### src/rtl/inst_fetch_queue_pkg.sv
// rtl/inst_fetch_queue_pkg.sv - shared widths and defaults for the instruction fetch queue
package inst_fetch_queue_pkg;
  localparam int              WORD          = 32;
  localparam logic [WORD-1:0] PC_RST        = 32'h1C00_0000;
  localparam int              IFQ_DEPTH     = 4;
  localparam int              IFQ_MAX_OUTST = 2;
endpackage

### src/rtl/inst_fetch_queue_if.sv
// rtl/inst_fetch_queue_if.sv - SRAM request/response and decode handshake bundle
interface inst_fetch_queue_if import inst_fetch_queue_pkg::*; #(
  parameter int W = WORD
);
  logic         inst_req;
  logic [W-1:0] inst_addr;
  logic         inst_addr_ok;
  logic         inst_data_ok;
  logic [W-1:0] inst_rdata;
  logic         if_valid;
  logic [W-1:0] if_pc;
  logic [W-1:0] if_inst;
  logic         id_ready;

  // master: the fetch queue; slave: SRAM port and decode stage
  modport master (
    output inst_req, inst_addr, if_valid, if_pc, if_inst,
    input  inst_addr_ok, inst_data_ok, inst_rdata, id_ready
  );
  modport slave (
    input  inst_req, inst_addr, if_valid, if_pc, if_inst,
    output inst_addr_ok, inst_data_ok, inst_rdata, id_ready
  );
endinterface

### src/rtl/inst_fetch_queue_fifo.sv
// rtl/inst_fetch_queue_fifo.sv - generic synchronous FIFO (ifq_fifo) with clear, count, full/empty
module ifq_fifo import inst_fetch_queue_pkg::*; #(
  parameter  int WIDTH = 2 * WORD,
  parameter  int DEPTH = IFQ_DEPTH,
  localparam int AW    = (DEPTH > 1) ? $clog2(DEPTH) : 1
)(
  input  logic             clk,
  input  logic             rst,
  input  logic             push,
  input  logic [WIDTH-1:0] push_data,
  input  logic             pop,
  input  logic             clear,
  output logic [WIDTH-1:0] head,
  output logic [AW:0]      count,
  output logic             full,
  output logic             empty
);
  localparam logic [AW:0] PTR_ONE = {{AW{1'b0}}, 1'b1};

  logic [WIDTH-1:0] r_mem [DEPTH];
  logic [AW:0]      r_wptr;
  logic [AW:0]      r_rptr;
  logic             w_do_push;
  logic             w_do_pop;

  // Extra pointer bit separates full from empty when the index bits match
  assign empty     = (r_wptr == r_rptr);
  assign full      = (r_wptr[AW] != r_rptr[AW]) && (r_wptr[AW-1:0] == r_rptr[AW-1:0]);
  assign count     = r_wptr - r_rptr;
  assign w_do_pop  = pop && !empty;
  assign w_do_push = push && (!full || w_do_pop);
  // Head is masked while empty so it reads zero out of reset and after a flush
  assign head      = empty ? '0 : r_mem[r_rptr[AW-1:0]];

  // Pointer update; clear and reset both empty the queue
  always_ff @(posedge clk) begin
    if (!rst || clear) begin
      r_wptr <= '0;
      r_rptr <= '0;
    end else begin
      if (w_do_push) r_wptr <= r_wptr + PTR_ONE;
      if (w_do_pop)  r_rptr <= r_rptr + PTR_ONE;
    end
  end

  // Storage write; contents need no reset because head is masked when empty
  always_ff @(posedge clk) begin
    if (rst && !clear && w_do_push) r_mem[r_wptr[AW-1:0]] <= push_data;
  end
endmodule

### src/rtl/inst_fetch_queue.sv
// rtl/inst_fetch_queue.sv - fetch request issue, PC tagging and instruction buffer (optional IF_PERF_CNT_EN counters)
module inst_fetch_queue import inst_fetch_queue_pkg::*; #(
  parameter int DEPTH     = IFQ_DEPTH,
  parameter int MAX_OUTST = IFQ_MAX_OUTST
)(
  input  logic              clk,
  input  logic              rst,
  input  logic [WORD-1:0]   pc_in,
  output logic              pc_stall,
  input  logic              redirect,
  inst_fetch_queue_if.master bus
`ifdef IF_PERF_CNT_EN
  ,
  output logic [31:0]       perf_stall_cycles,
  output logic [31:0]       perf_flush_drops
`endif
);
  localparam int DAW = (DEPTH > 1) ? $clog2(DEPTH) : 1;
  localparam int TAW = (MAX_OUTST > 1) ? $clog2(MAX_OUTST) : 1;
  localparam logic [TAW:0] T_ONE = {{TAW{1'b0}}, 1'b1};

  logic [2*WORD-1:0] w_fifo_head;
  logic [DAW:0]      w_fifo_cnt;
  logic              w_fifo_full;
  logic              w_fifo_empty;
  logic [WORD-1:0]   w_tag_head;
  logic [TAW:0]      w_outst;
  logic              w_tag_full;
  logic              w_tag_empty;
  logic [TAW:0]      r_discard;
  logic              w_credit_ok;
  logic              w_issue;
  logic              w_fire;
  logic              w_drop;
  logic              w_push;
  logic              w_pop;

  // Outstanding requests reserve FIFO space so a returning response always fits
  assign w_credit_ok   = (int'(w_fifo_cnt) + int'(w_outst)) < DEPTH;
  assign w_issue       = rst && !redirect && w_credit_ok && !w_tag_full;
  assign w_fire        = w_issue && bus.inst_addr_ok;
  assign pc_stall      = !w_fire;
  assign bus.inst_req  = w_issue;
  assign bus.inst_addr = pc_in;

  // Responses owed to a flushed path are dropped, as is one arriving with the redirect
  assign w_drop = bus.inst_data_ok && (redirect || (r_discard != '0));
  assign w_push = bus.inst_data_ok && !w_drop;
  assign w_pop  = bus.if_valid && bus.id_ready && !redirect;

  assign bus.if_valid = !w_fifo_empty;
  assign bus.if_pc    = w_fifo_head[2*WORD-1:WORD];
  assign bus.if_inst  = w_fifo_head[WORD-1:0];

  ifq_fifo #(.WIDTH(2 * WORD), .DEPTH(DEPTH)) u_inst_fifo (
    .clk(clk), .rst(rst),
    .push(w_push), .push_data({w_tag_head, bus.inst_rdata}),
    .pop(w_pop), .clear(redirect),
    .head(w_fifo_head), .count(w_fifo_cnt), .full(w_fifo_full), .empty(w_fifo_empty)
  );

  // Tag queue is never cleared: after a redirect it holds exactly the responses to discard
  ifq_fifo #(.WIDTH(WORD), .DEPTH(MAX_OUTST)) u_tag_fifo (
    .clk(clk), .rst(rst),
    .push(w_fire), .push_data(pc_in),
    .pop(bus.inst_data_ok), .clear(1'b0),
    .head(w_tag_head), .count(w_outst), .full(w_tag_full), .empty(w_tag_empty)
  );

  // Discard counter: loaded from the responses still owed on redirect, drained as they return
  always_ff @(posedge clk) begin
    if (!rst) begin
      r_discard <= '0;
    end else if (redirect) begin
      r_discard <= (bus.inst_data_ok && (w_outst != '0)) ? (w_outst - T_ONE) : w_outst;
    end else if (bus.inst_data_ok && (r_discard != '0)) begin
      r_discard <= r_discard - T_ONE;
    end
  end

  a_fifo_no_overflow: assert property (@(posedge clk) disable iff (!rst)
    !(w_push && w_fifo_full && !w_pop));
  a_tag_no_overflow: assert property (@(posedge clk) disable iff (!rst)
    !(w_fire && w_tag_full && !bus.inst_data_ok));
  a_tag_no_underflow: assert property (@(posedge clk) disable iff (!rst)
    !(bus.inst_data_ok && w_tag_empty));

`ifdef IF_PERF_CNT_EN
  logic [31:0] r_perf_stall;
  logic [31:0] r_perf_drops;

  // Saturating stall-cycle count and count of work thrown away by redirects
  always_ff @(posedge clk) begin
    if (!rst) begin
      r_perf_stall <= '0;
      r_perf_drops <= '0;
    end else begin
      if (pc_stall && (r_perf_stall != 32'hFFFF_FFFF)) r_perf_stall <= r_perf_stall + 32'd1;
      r_perf_drops <= r_perf_drops + 32'(w_drop) + (redirect ? 32'(w_fifo_cnt) : 32'd0);
    end
  end

  assign perf_stall_cycles = r_perf_stall;
  assign perf_flush_drops  = r_perf_drops;
`endif
endmodule
### src/flat_wrapper.sv
// flat-port wrapper written by rule: the top's interface ports become plain ports
module inst_fetch_queue_flat import inst_fetch_queue_pkg::*;
#(
  parameter int DEPTH     = IFQ_DEPTH,
  parameter int MAX_OUTST = IFQ_MAX_OUTST
)
  (clk, rst, pc_in, pc_stall, redirect, bus_inst_req, bus_inst_addr, bus_if_valid, bus_if_pc, bus_if_inst, bus_inst_addr_ok, bus_inst_data_ok, bus_inst_rdata, bus_id_ready);
  inst_fetch_queue_if bus_i ();
  input  logic clk;
  input  logic rst;
  input  logic [WORD-1:0] pc_in;
  output logic pc_stall;
  input  logic redirect;
  output wire logic [$bits(bus_i.inst_req)-1:0] bus_inst_req;
  output wire logic [$bits(bus_i.inst_addr)-1:0] bus_inst_addr;
  output wire logic [$bits(bus_i.if_valid)-1:0] bus_if_valid;
  output wire logic [$bits(bus_i.if_pc)-1:0] bus_if_pc;
  output wire logic [$bits(bus_i.if_inst)-1:0] bus_if_inst;
  input wire logic [$bits(bus_i.inst_addr_ok)-1:0] bus_inst_addr_ok;
  input wire logic [$bits(bus_i.inst_data_ok)-1:0] bus_inst_data_ok;
  input wire logic [$bits(bus_i.inst_rdata)-1:0] bus_inst_rdata;
  input wire logic [$bits(bus_i.id_ready)-1:0] bus_id_ready;
  assign bus_inst_req = bus_i.inst_req;
  assign bus_inst_addr = bus_i.inst_addr;
  assign bus_if_valid = bus_i.if_valid;
  assign bus_if_pc = bus_i.if_pc;
  assign bus_if_inst = bus_i.if_inst;
  assign bus_i.inst_addr_ok = bus_inst_addr_ok;
  assign bus_i.inst_data_ok = bus_inst_data_ok;
  assign bus_i.inst_rdata = bus_inst_rdata;
  assign bus_i.id_ready = bus_id_ready;
  inst_fetch_queue #(.DEPTH(DEPTH), .MAX_OUTST(MAX_OUTST)) u_core (.clk(clk), .rst(rst), .pc_in(pc_in), .pc_stall(pc_stall), .redirect(redirect), .bus(bus_i));
endmodule
### config.mk
export PLATFORM = sky130hd
export DESIGN_NAME = inst_fetch_queue_flat
export DESIGN_NICKNAME = d
export VERILOG_FILES = /design/src/rtl/inst_fetch_queue_pkg.sv /design/src/rtl/inst_fetch_queue_if.sv /design/src/rtl/inst_fetch_queue_fifo.sv /design/src/rtl/inst_fetch_queue.sv /design/src/flat_wrapper.sv
export SDC_FILE = /design/constraint.sdc
export NUM_CORES = 1
export LEC_CHECK = 0
export CAP_MARGIN = 20
export CORE_ASPECT_RATIO = 0.8
export CORE_UTILIZATION = 59
export CTS_CLUSTER_DIAMETER = 30
export DETAILED_ROUTE_END_ITERATION = 8
export GPL_TIMING_DRIVEN = 0
export PLACE_DENSITY = 0.91
export SETUP_SLACK_MARGIN = 0.2
export SLEW_MARGIN = 20
export SYNTH_ARGS = -nofsm -noshare
export SYNTH_HDL_FRONTEND = slang
export SYNTH_SLANG_ARGS = --single-unit
### constraint.sdc
create_clock -name clk -period 18.9 [get_ports clk]
set_input_delay 3.78 -clock clk [delete_from_list [all_inputs] [get_ports clk]]
set_output_delay 3.78 -clock clk [all_outputs]
set_load 0.01 [all_outputs]
==> out/metrics.yaml, run 1 <==
cts_buffers: 51
rr_worst_depth: 9
drv_cap: 0
drc: 0
syn_inst: 678
path_clk_slew_ps: 50
gp_congestion: 0.797
syn_to_final_growth_pct: 30.9
cp_num_buf_inv: 3
syn-num-nets: 760
hold_depth: 1
synth.ff_latch_count: 335
crit_chain: "clkdlybuf4s50_1, nand2b_4, buf_6, a2111oi_4, and2_2, clkdlybuf4s50_1"
critical_path_class: "primary input to output port"
fin_util_pct: 79.4
cts_htree_levels: 2
hp-start: "u_core.u_tag_fifo.r_wptr[1]"
drtIter0Drc: 659
yosys.area.top_type: "edfxtp_1"
hold_buffers: 0
fillers: 1098
setup_ws_ps: 9310
slew_violations: 0
dr.pass1.iters: 5
core_mm2: 0.0218
die_h_um: 136
wl_per_cell_um: 22.4
placed_cells: 1157
ff2ff_setup_slack_ps: 15680
syn_area_mm2: 0.0132
fin_tns_setup_ps: 0
die-area_mm2: 0.0230
cts.repair_timing.setup_buffer_count: 0
crit_slowest_cell: "clkdlybuf4s50_1"
dp_slack_ps: 9340
start_util_pct: 60.7
critPathCaptureType: "output port"
tightestPinTransition_ps: 845
clock_path_buffers: 3
finalClockSkew_ps: 20.2
drive_above_1_share_pct: 23.8
vias: 7005
regArea_mm2: 0.00991
yosys_warnings: 0
ctsResizeCount: 0
antenna_found_initial: 2
layout.nets: 992
hpwlAfterDp_um: 16000
crit_fanout: 10
wl_um: 28000
status: "complete, no violations"
final_cells: 1253
finalSetupViolCount: 0
die_x_um: 169
relSlewSlack_pct: 43.6
min_path_type: "flop to flop"
via_per_inst: 5.59
overflow: 0
synth_top_area_share_pct: 72.6
required_ps: 15120
power_density_mw_per_mm2: 116
grt_max_degree: 46
io_pins: 169
r2r-end: "u_core.u_tag_fifo.r_mem[0][0]"
min_to: "u_core.u_tag_fifo.r_wptr[1]"
grt.total_usage_pct: 25.1
row_count: 48
p_leak_uw: 0.00574
tritoncts: "built"
crit_top_cell: "clkdlybuf4s50_1"
clock-sinks: 335
cp-start-kind: "primary input"
syn_avg_cell_area_um2: 19.5
synthTopCellsByArea: "edfxtp_1 73%, mux4_2 11%, nor2b_1 3.0%, mux2i_1 2.6%, dfxtp_1 2.3%"
io_buffers: 168
critical-path-max-stage-delay_ps: 530
hold_viol_final: 0
grt_pass1_wl_um: 41800
finalCriticalPeriod_ps: 9590
r2r-start: "u_core.u_inst_fifo.r_wptr[0]"
crit_family: "buffers and inverters"
synth_cell_types: 36
ctsRootBufferMaster: "clkbuf_16"
grt_pass1_vias: 7403
ant_nets: 0
fmax_ghz: 0.104
period_share_pct: 50.8
multi_input_comb_area_mm2: 0.00290
cp.arrival_ps: 5810
ys_seq_area_share_pct: 74.9
ir_drop_mv: 0.0750
rsz0062_at_grt: "false"
clk_latency_ps: 560
report_power, final:
part / internal (µW) / leakage (µW) / switching [µW]
Clock: 666 / 0.000906 / 353
Sequential: 836 / 0.00303 / 4.42
Combinational: 70.4 / 0.00181 / 80.2
area by class of cell:
type                    count  share of cell area [%]
clock buffers              55                    7.64
inverters                  14                   0.303
clock inverters            40                    3.25
plain buffers              62                    2.23
flip-flops and latches    335                    57.2
diodes                      1                  0.0144
repair buffers            179                    10.4
multi-input cells         267                    16.7
well taps                 300                    2.17
worst max path at each step:
stage,start,to,slack (ps),cells after the start
after floorplan,redirect,u_core.u_inst_fifo.r_mem[3][0],9920,3
after global placement,bus_inst_data_ok,u_core.u_inst_fifo.r_mem[3][18],6420,3
after detailed placement,redirect,bus_inst_req,9340,6
after CTS,redirect,bus_inst_req,9320,6
after global routing,redirect,bus_inst_req,9260,6
final,redirect,bus_inst_req,9310,6
cell families after synthesis:
family / synth area share, %
flops: 74.9
simple gates: 5.26
mux: 13.5
buf+inv: 3.32
compound gates: 0.964
xor+xnor: 0.860
fa+ha+maj: 1.19
synth_stat cells:
| cell | n |
|---|---|
| o211ai_1 | 1 |
| nor3_1 | 4 |
| nor2_1 | 45 |
| dfxtp_1 | 15 |
| nor3b_1 | 1 |
| a2111oi_4 | 1 |
| xor2_1 | 4 |
| mux2i_1 | 35 |
| nand2b_1 | 2 |
| nand4_1 | 1 |
| a31o_2 | 1 |
| mux4_2 | 64 |
| a21oi_1 | 3 |
| ha_1 | 11 |
| nand3_1 | 2 |
| o311ai_2 | 1 |
| nand4_2 | 1 |
| nor2b_1 | 64 |
| o21ai_0 | 1 |
| and2_1 | 4 |
| clkbuf_2 | 1 |
| buf_4 | 35 |
| o21a_1 | 1 |
| clkbuf_1 | 11 |
| buf_1 | 3 |
| edfxtp_1 | 320 |
| and2_2 | 1 |
| o21ba_2 | 1 |
| xnor2_1 | 9 |
| fa_1 | 1 |
| inv_1 | 14 |
| a211oi_1 | 4 |
| nand2b_4 | 1 |
| buf_6 | 1 |
| nand2_1 | 3 |
| buf_2 | 11 |
layer usage:
metal  share of wire [%]  track usage (%)  routed length, µm  vias to the layer above
met3                 6.3             4.77               1750                       52
met2                  52             43.8              14600                      327
li1                    -                -                  -                     3099
met1                  39             31.3              10900                     3527
met4                 2.6             9.61                720                        0
met5                   0                0                  0                        -
flip-flops by register name (all words and copies together), names as in the netlist, named ones only:
register and flops:
u_core.u_inst_fifo.r_mem 256, u_core.u_tag_fifo.r_rptr 2, u_core.r_discard 2, u_core.u_tag_fifo.r_wptr 2, u_core.u_inst_fifo.r_rptr 3, u_core.u_tag_fifo.r_mem 64, u_core.u_inst_fifo.r_wptr 3
placed cells by master (no fill, tap or decap), drive strengths merged, types with 15 or more instances in the layout:
cell type      synthesis  final
buf                   50     61
clkbuf                12     67
clkdlybuf4s50          0    168
dfxtp                 15     15
edfxtp               320    320
inv                   14     25
mux2i                 35     35
mux4                  64     64
nor2                  45     45
nor2b                 64     64
stage by stage:
stage          area (µm²)  hold slack (ps)  total power [µW]
5_1_grt             17300              555              2060
3_3_place_gp        15300              492               995
2_1_floorplan       13200              471               933
3_5_place_dp        15400              523              1000
4_1_cts             17300              530              2020
6_report            17300              532              2010
(Power assumes the default switching activity.)
==> run 2: changes to the inputs <==
Settings changed: CORE_UTILIZATION 59 to 55, PLACE_DENSITY 0.91 to 0.86.
Clock period 18.9 ns to 8.89 ns, I/O delays scaled along.
==> run 2 against run 1 <==
Against the previous run:
- clock skew is 1.1 ps lower
- setup slack worse by 6000 ps
- power is 100% higher
- cell area is 0.98% lower
- largest power group unchanged
==> out/metrics.yaml, run 2 (synthesis gave the netlist of run 1 again) <==
grt_pass1_wl_um: 39200  # -6.2%
tritoncts: "built"
wl_um: 25100  # -10%
critPathCaptureType: "output port"
final_cell_mix: "320 x edfxtp_1, 168 x clkdlybuf4s50_1, 64 x mux4_2, 64 x nor2b_1, 52 x clkbuf_16"
die_x_um: 175  # +3.5%
layout_commonest_cell: "edfxtp_1"
drv_cap: 0  # unchanged
drc: 0  # unchanged
hold_buffers: 0  # unchanged
hpwlAfterDp_um: 15700  # -2.3%
ir_drop_mv: 0.196  # +160%
io_pins: 169  # unchanged
dpl_cell_area_mm2: 0.0154  # about the same
clk_latency_ps: 530  # -30 ps
crit_slowest_cell: "clkdlybuf4s50_1"
rsz0062_at_grt: "false"
cts.repair_timing.setup_buffer_count: 0  # unchanged
regArea_mm2: 0.00991  # unchanged
syn_to_final_growth_pct: 29.6
crit_family: "buffers and inverters"
critical_path_class: "primary input to output port"
diodes: 0  # -1
core_mm2: 0.0235  # +7.9%
dr.pass1.iters: 5  # unchanged
finalClockSkew_ps: 19.0  # -1.12 ps
p_leak_uw: 0.00566  # -1.5%
die_h_um: 141  # +3.5%
grt_pass1_vias: 7101  # -4.1%
finalSetupViolCount: 0  # unchanged
cp.arrival_ps: 3780  # -2030 ps
crit_fanout: 10  # unchanged
grt.total_usage_pct: 21.1  # -4.0 points
cp-start-kind: "primary input"
multi_input_comb_area_mm2: 0.00290  # unchanged
largest_reg_flops: 256  # unchanged
design_area_mm2: 0.0172  # -0.98%
ctsResizeCount: 0  # unchanged
io_buffers: 168  # unchanged
relSlewSlack_pct: 47.1  # +3.5 points
crit_chain: "clkdlybuf4s50_1, nand2b_4, buf_6, a2111oi_4, and2_2, clkdlybuf4s50_1"
cts_buffers: 51  # unchanged
rr_worst_depth: 9  # unchanged
drtIter0Drc: 445  # -32%
ant_nets: 0  # unchanged
status: "complete, no violations"
path_clk_slew_ps: 50  # about the same
cts_htree_levels: 2  # unchanged
overflow: 0  # unchanged
fin_tns_setup_ps: 0  # unchanged
critical-path-max-stage-delay_ps: 530  # about the same
via_per_inst: 5.40  # -3.4%
cp_num_cells: 6  # unchanged
hold_depth: 1  # unchanged
wl_per_cell_um: 19.9  # -11%
finalCriticalPeriod_ps: 5560
power_density_mw_per_mm2: 235  # +100%
min_path_type: "flop to flop"
required_ps: 7110  # -8010 ps
cp_num_buf_inv: 3  # unchanged
gp_congestion: 0.787  # -1.2%
grt_max_degree: 50  # +8.7%
drive_above_1_share_pct: 22.7  # -1.1 points
whs_ps: 516  # -16.1 ps
slew_violations: 0  # unchanged
fillers: 1399  # +27%
fmax_ghz: 0.180
start_util_pct: 56.3  # -4.4 points
clock_path_buffers: 3  # unchanged
ctsRootBufferMaster: "clkbuf_16"
row_count: 50  # +4.2%
die-area_mm2: 0.0247  # +7.2%
tightestPinTransition_ps: 793  # -52.1 ps
period_share_pct: 62.6
vias: 6818  # -2.7%
crit_top_cell: "clkdlybuf4s50_1"
antenna_found_initial: 0  # -2
layout.nets: 991  # -0.10%
hold_viol_final: 0  # unchanged
clock-sinks: 335  # unchanged
==> run 2: cell count changes in the layout (fill, tap and decap cells not counted) <==
cell / change
buf_4: -3
buf_6: +2
bufinv_16: -5
clkbuf_1: +1
clkbuf_8: -1
clkinv_1: +8
clkinv_2: +2
clkinv_4: +4
clkinvlp_4: -3
diode_2: -1
inv_6: -2
inv_8: -5
==> run 2: through the flow <==
step | util [%] | worst slack, ps | total power (µW) | instances
detailed placement | 65.7 | 3340 | 2130 | 1168
global route | 72.9 | 3240 | 4150 | 1262
global placement | 65.1 | -1420 | 2110 | 1158
finish | 72.9 | 3330 | 4030 | 1262
floorplan | - | 1920 | 1980 | 678
CTS | 72.9 | 3330 | 4060 | 1262
==> run 2: final cells by class <==
type	count	area share, %
clock inverter	39	2.28
timing repair buffer	178	10.5
inverter	14	0.306
sequential	335	57.8
clock buffer	55	7.65
tap	312	2.28
buffer	62	2.25
multi-input combinational	267	16.9
==> run 2: final timing paths <==
path	slack (ps)	to	from
setup / recovery	3330	bus_inst_req	redirect
hold / removal	520	u_core.u_tag_fifo.r_wptr[1]	u_core.u_tag_fifo.r_wptr[1]
setup reg to reg	5600	u_core.u_tag_fifo.r_mem[0][9]	u_core.u_inst_fifo.r_wptr[0]
hold reg to reg	520	u_core.u_tag_fifo.r_wptr[1]	u_core.u_tag_fifo.r_wptr[1]
==> run 2: per-layer routing <==
metal	routed length (µm)	track usage, %	part of all wire (%)
met5	0	0	0
met4	573	6.54	2.3
met3	1520	3.99	6.0
met2	12800	36.2	51
met1	10200	27.4	41
==> run 2: report_power, final <==
group	switching [µW]	internal, µW
clock network	685	1250
logic	162	150
registers	8.33	1780
total	856	3170
==> run 2: worst reg2reg max path: stages, from the launching register on <==
cell	delay, ps
dfxtp_1	350
inv_1	110
ha_1	210
inv_1	80
fa_1	450
ha_1	290
nor3b_1	160
a2111oi_4	420
nand4_1	200
inv_2	610
==> run 3: changes to the inputs <==
Settings changed: CORE_UTILIZATION 55 to 50, PLACE_DENSITY 0.86 to 0.83.
Clock period 8.89 ns to 4.9 ns, I/O delays scaled along.
==> run 3 against run 2 <==
Against the previous run:
- non-clock buffer count down 2
- sequential power grew 81%
- die area is 9.9% higher
- critical endpoint unchanged
- largest power group unchanged
==> out/metrics.yaml, run 3 (synthesis gave the netlist of run 1 again) <==
status: "complete, no violations"
grt_max_degree: 49  # -2.0%
layout_commonest_cell: "edfxtp_1"
hold_depth: 1  # unchanged
wl_um: 25700  # +2.3%
row_count: 52  # +4.0%
antenna_found_initial: 0  # unchanged
core_mm2: 0.0256  # +9.0%
hpwlAfterDp_um: 15700  # +0.51%
finalCriticalPeriod_ps: 4260
largest_reg_flops: 256  # unchanged
wl_per_cell_um: 19.7  # -0.95%
fin_util_pct: 68.0  # -4.9 points
vias: 6728  # -1.3%
clock-sinks: 335  # unchanged
p_leak_uw: 0.00575  # +1.6%
rr_worst_depth: 9  # unchanged
ctsResizeCount: 0  # unchanged
ant_nets: 0  # unchanged
cts.repair_timing.setup_buffer_count: 0  # unchanged
ctsRootBufferMaster: "clkbuf_16"
fin_total_pwr_uw: 7690  # +91%
min_path_type: "flop to flop"
path_clk_slew_ps: 50  # about the same
tightestPinTransition_ps: 871  # +77.5 ps
syn_to_final_growth_pct: 31.8
diodes: 0  # unchanged
die_h_um: 148  # +4.8%
crit_slowest_cell: "clkdlybuf4s50_1"
clock_path_buffers: 3  # unchanged
cp.arrival_ps: 3280  # -500 ps
slew_violations: 0  # unchanged
min_to: "u_core.u_tag_fifo.r_wptr[1]"
layout.nets: 991  # unchanged
gp_congestion: 0.732  # -7.1%
finalClockSkew_ps: 16.5  # -2.49 ps
tritoncts: "built"
cp_num_buf_inv: 3  # unchanged
hold_viol_final: 0  # unchanged
ff2ff_setup_slack_ps: 1660  # -3940 ps
finalSetupViolCount: 0  # unchanged
die_x_um: 184  # +4.8%
via_per_inst: 5.16  # -4.4%
period_share_pct: 86.9
power_density_mw_per_mm2: 441  # +88%
r2r-end: "u_core.u_tag_fifo.r_mem[1][11]"
relSlewSlack_pct: 41.9  # -5.2 points
hold_buffers: 0  # unchanged
grt_pass1_wl_um: 39100  # -0.39%
clk_latency_ps: 550  # +20 ps
critPathCaptureType: "output port"
drive_above_1_share_pct: 23.4  # +0.69 points
crit_chain: "inv_1, ha_1, inv_1, fa_1, ha_1, nor3b_1, a2111oi_4, and2_2, clkdlybuf4s50_1"
cts_buffers: 53  # +3.9%
dr.pass1.iters: 4  # -1
required_ps: 3920  # -3190 ps
fillers: 1674  # +20%
critical_path_class: "flop to output port"
start_util_pct: 51.6  # -4.6 points
cts_htree_levels: 2  # unchanged
grt_pass1_vias: 7126  # +0.35%
fmax_ghz: 0.235
r2r-start: "u_core.u_inst_fifo.r_wptr[0]"
crit_family: "adder cells"
hp-start: "u_core.u_tag_fifo.r_wptr[1]"
rsz0062_at_grt: "false"
final_cell_mix: "320 x edfxtp_1, 168 x clkdlybuf4s50_1, 64 x mux4_2, 64 x nor2b_1, 55 x clkbuf_16"
io_pins: 169  # unchanged
drv_cap: 0  # unchanged
cp-start-kind: "flop"
crit_fanout: 5  # -5
critical-path-max-stage-delay_ps: 520  # about the same
drtIter0Drc: 540  # +21%
drc: 0  # unchanged
die-area_mm2: 0.0271  # +9.9%
grt.total_usage_pct: 19.3  # -1.8 points
ir_drop_mv: 0.291  # +49%
io_buffers: 168  # unchanged
overflow: 0  # unchanged
[run 3: area by class of cell]
cell class	count	area [µm²]	area share (%)
flip-flops and latches	335	9910	56.8
multi-input cells	267	2910	16.7
repair buffers	176	1850	10.6
clock buffers	58	1390	7.96
clock inverters	40	505	2.90
well taps	351	439	2.52
plain buffers	62	387	2.22
inverters	14	52.6	0.301
[run 3: layer usage]
metal  track usage, %  up-vias  wire, µm
met3             4.66       38      1690
met2             32.5      224     12900
met1             24.9     3381     10700
li1                 -     3085         -
met5                0        -         0
met4             5.83        0       432
[run 3: worst reg2reg max path: stages, from the launching register on]
cell,delay (ps)
dfxtp_1,350
inv_1,120
ha_1,220
inv_1,60
fa_1,420
ha_1,280
nor3b_1,160
a2111oi_4,410
nand4_2,190
inv_2,640
[run 3: power breakdown]
part | internal, µW | leakage, µW | switching, µW
Clock | 2580 | 0.000909 | 1300
Sequential | 3230 | 0.00303 | 14.4
Combinational | 272 | 0.00181 | 293
Total | 6080 | 0.00575 | 1610
[run 3: per-stage QoR]
stage                     worst slack, ps  hold slack [ps]  cells  cell area, µm²  setup TNS (ps)
after detailed placement              942              500   1205           15500               0
after global routing                  466              558   1303           17400               0
after CTS                             583              522   1303           17400               0
after global placement              -1590              492   1197           15400         -131140
final                                 641              516   1303           17400               0
after floorplan                       674              471    678           13200               0
[run 3: worst max path at each step]
stage / start / endpoint / slack [ps] / cells after the start
after global placement: bus_inst_data_ok / u_core.u_inst_fifo.r_mem[3][47] / -1590 / 3
after global routing: u_core.u_inst_fifo.r_wptr[0] / bus_inst_req / 470 / 9
after CTS: u_core.u_inst_fifo.r_wptr[0] / bus_inst_req / 580 / 9
final: u_core.u_inst_fifo.r_wptr[0] / bus_inst_req / 640 / 9
after floorplan: redirect / u_core.u_inst_fifo.r_mem[3][0] / 670 / 3
after detailed placement: redirect / bus_inst_req / 940 / 6
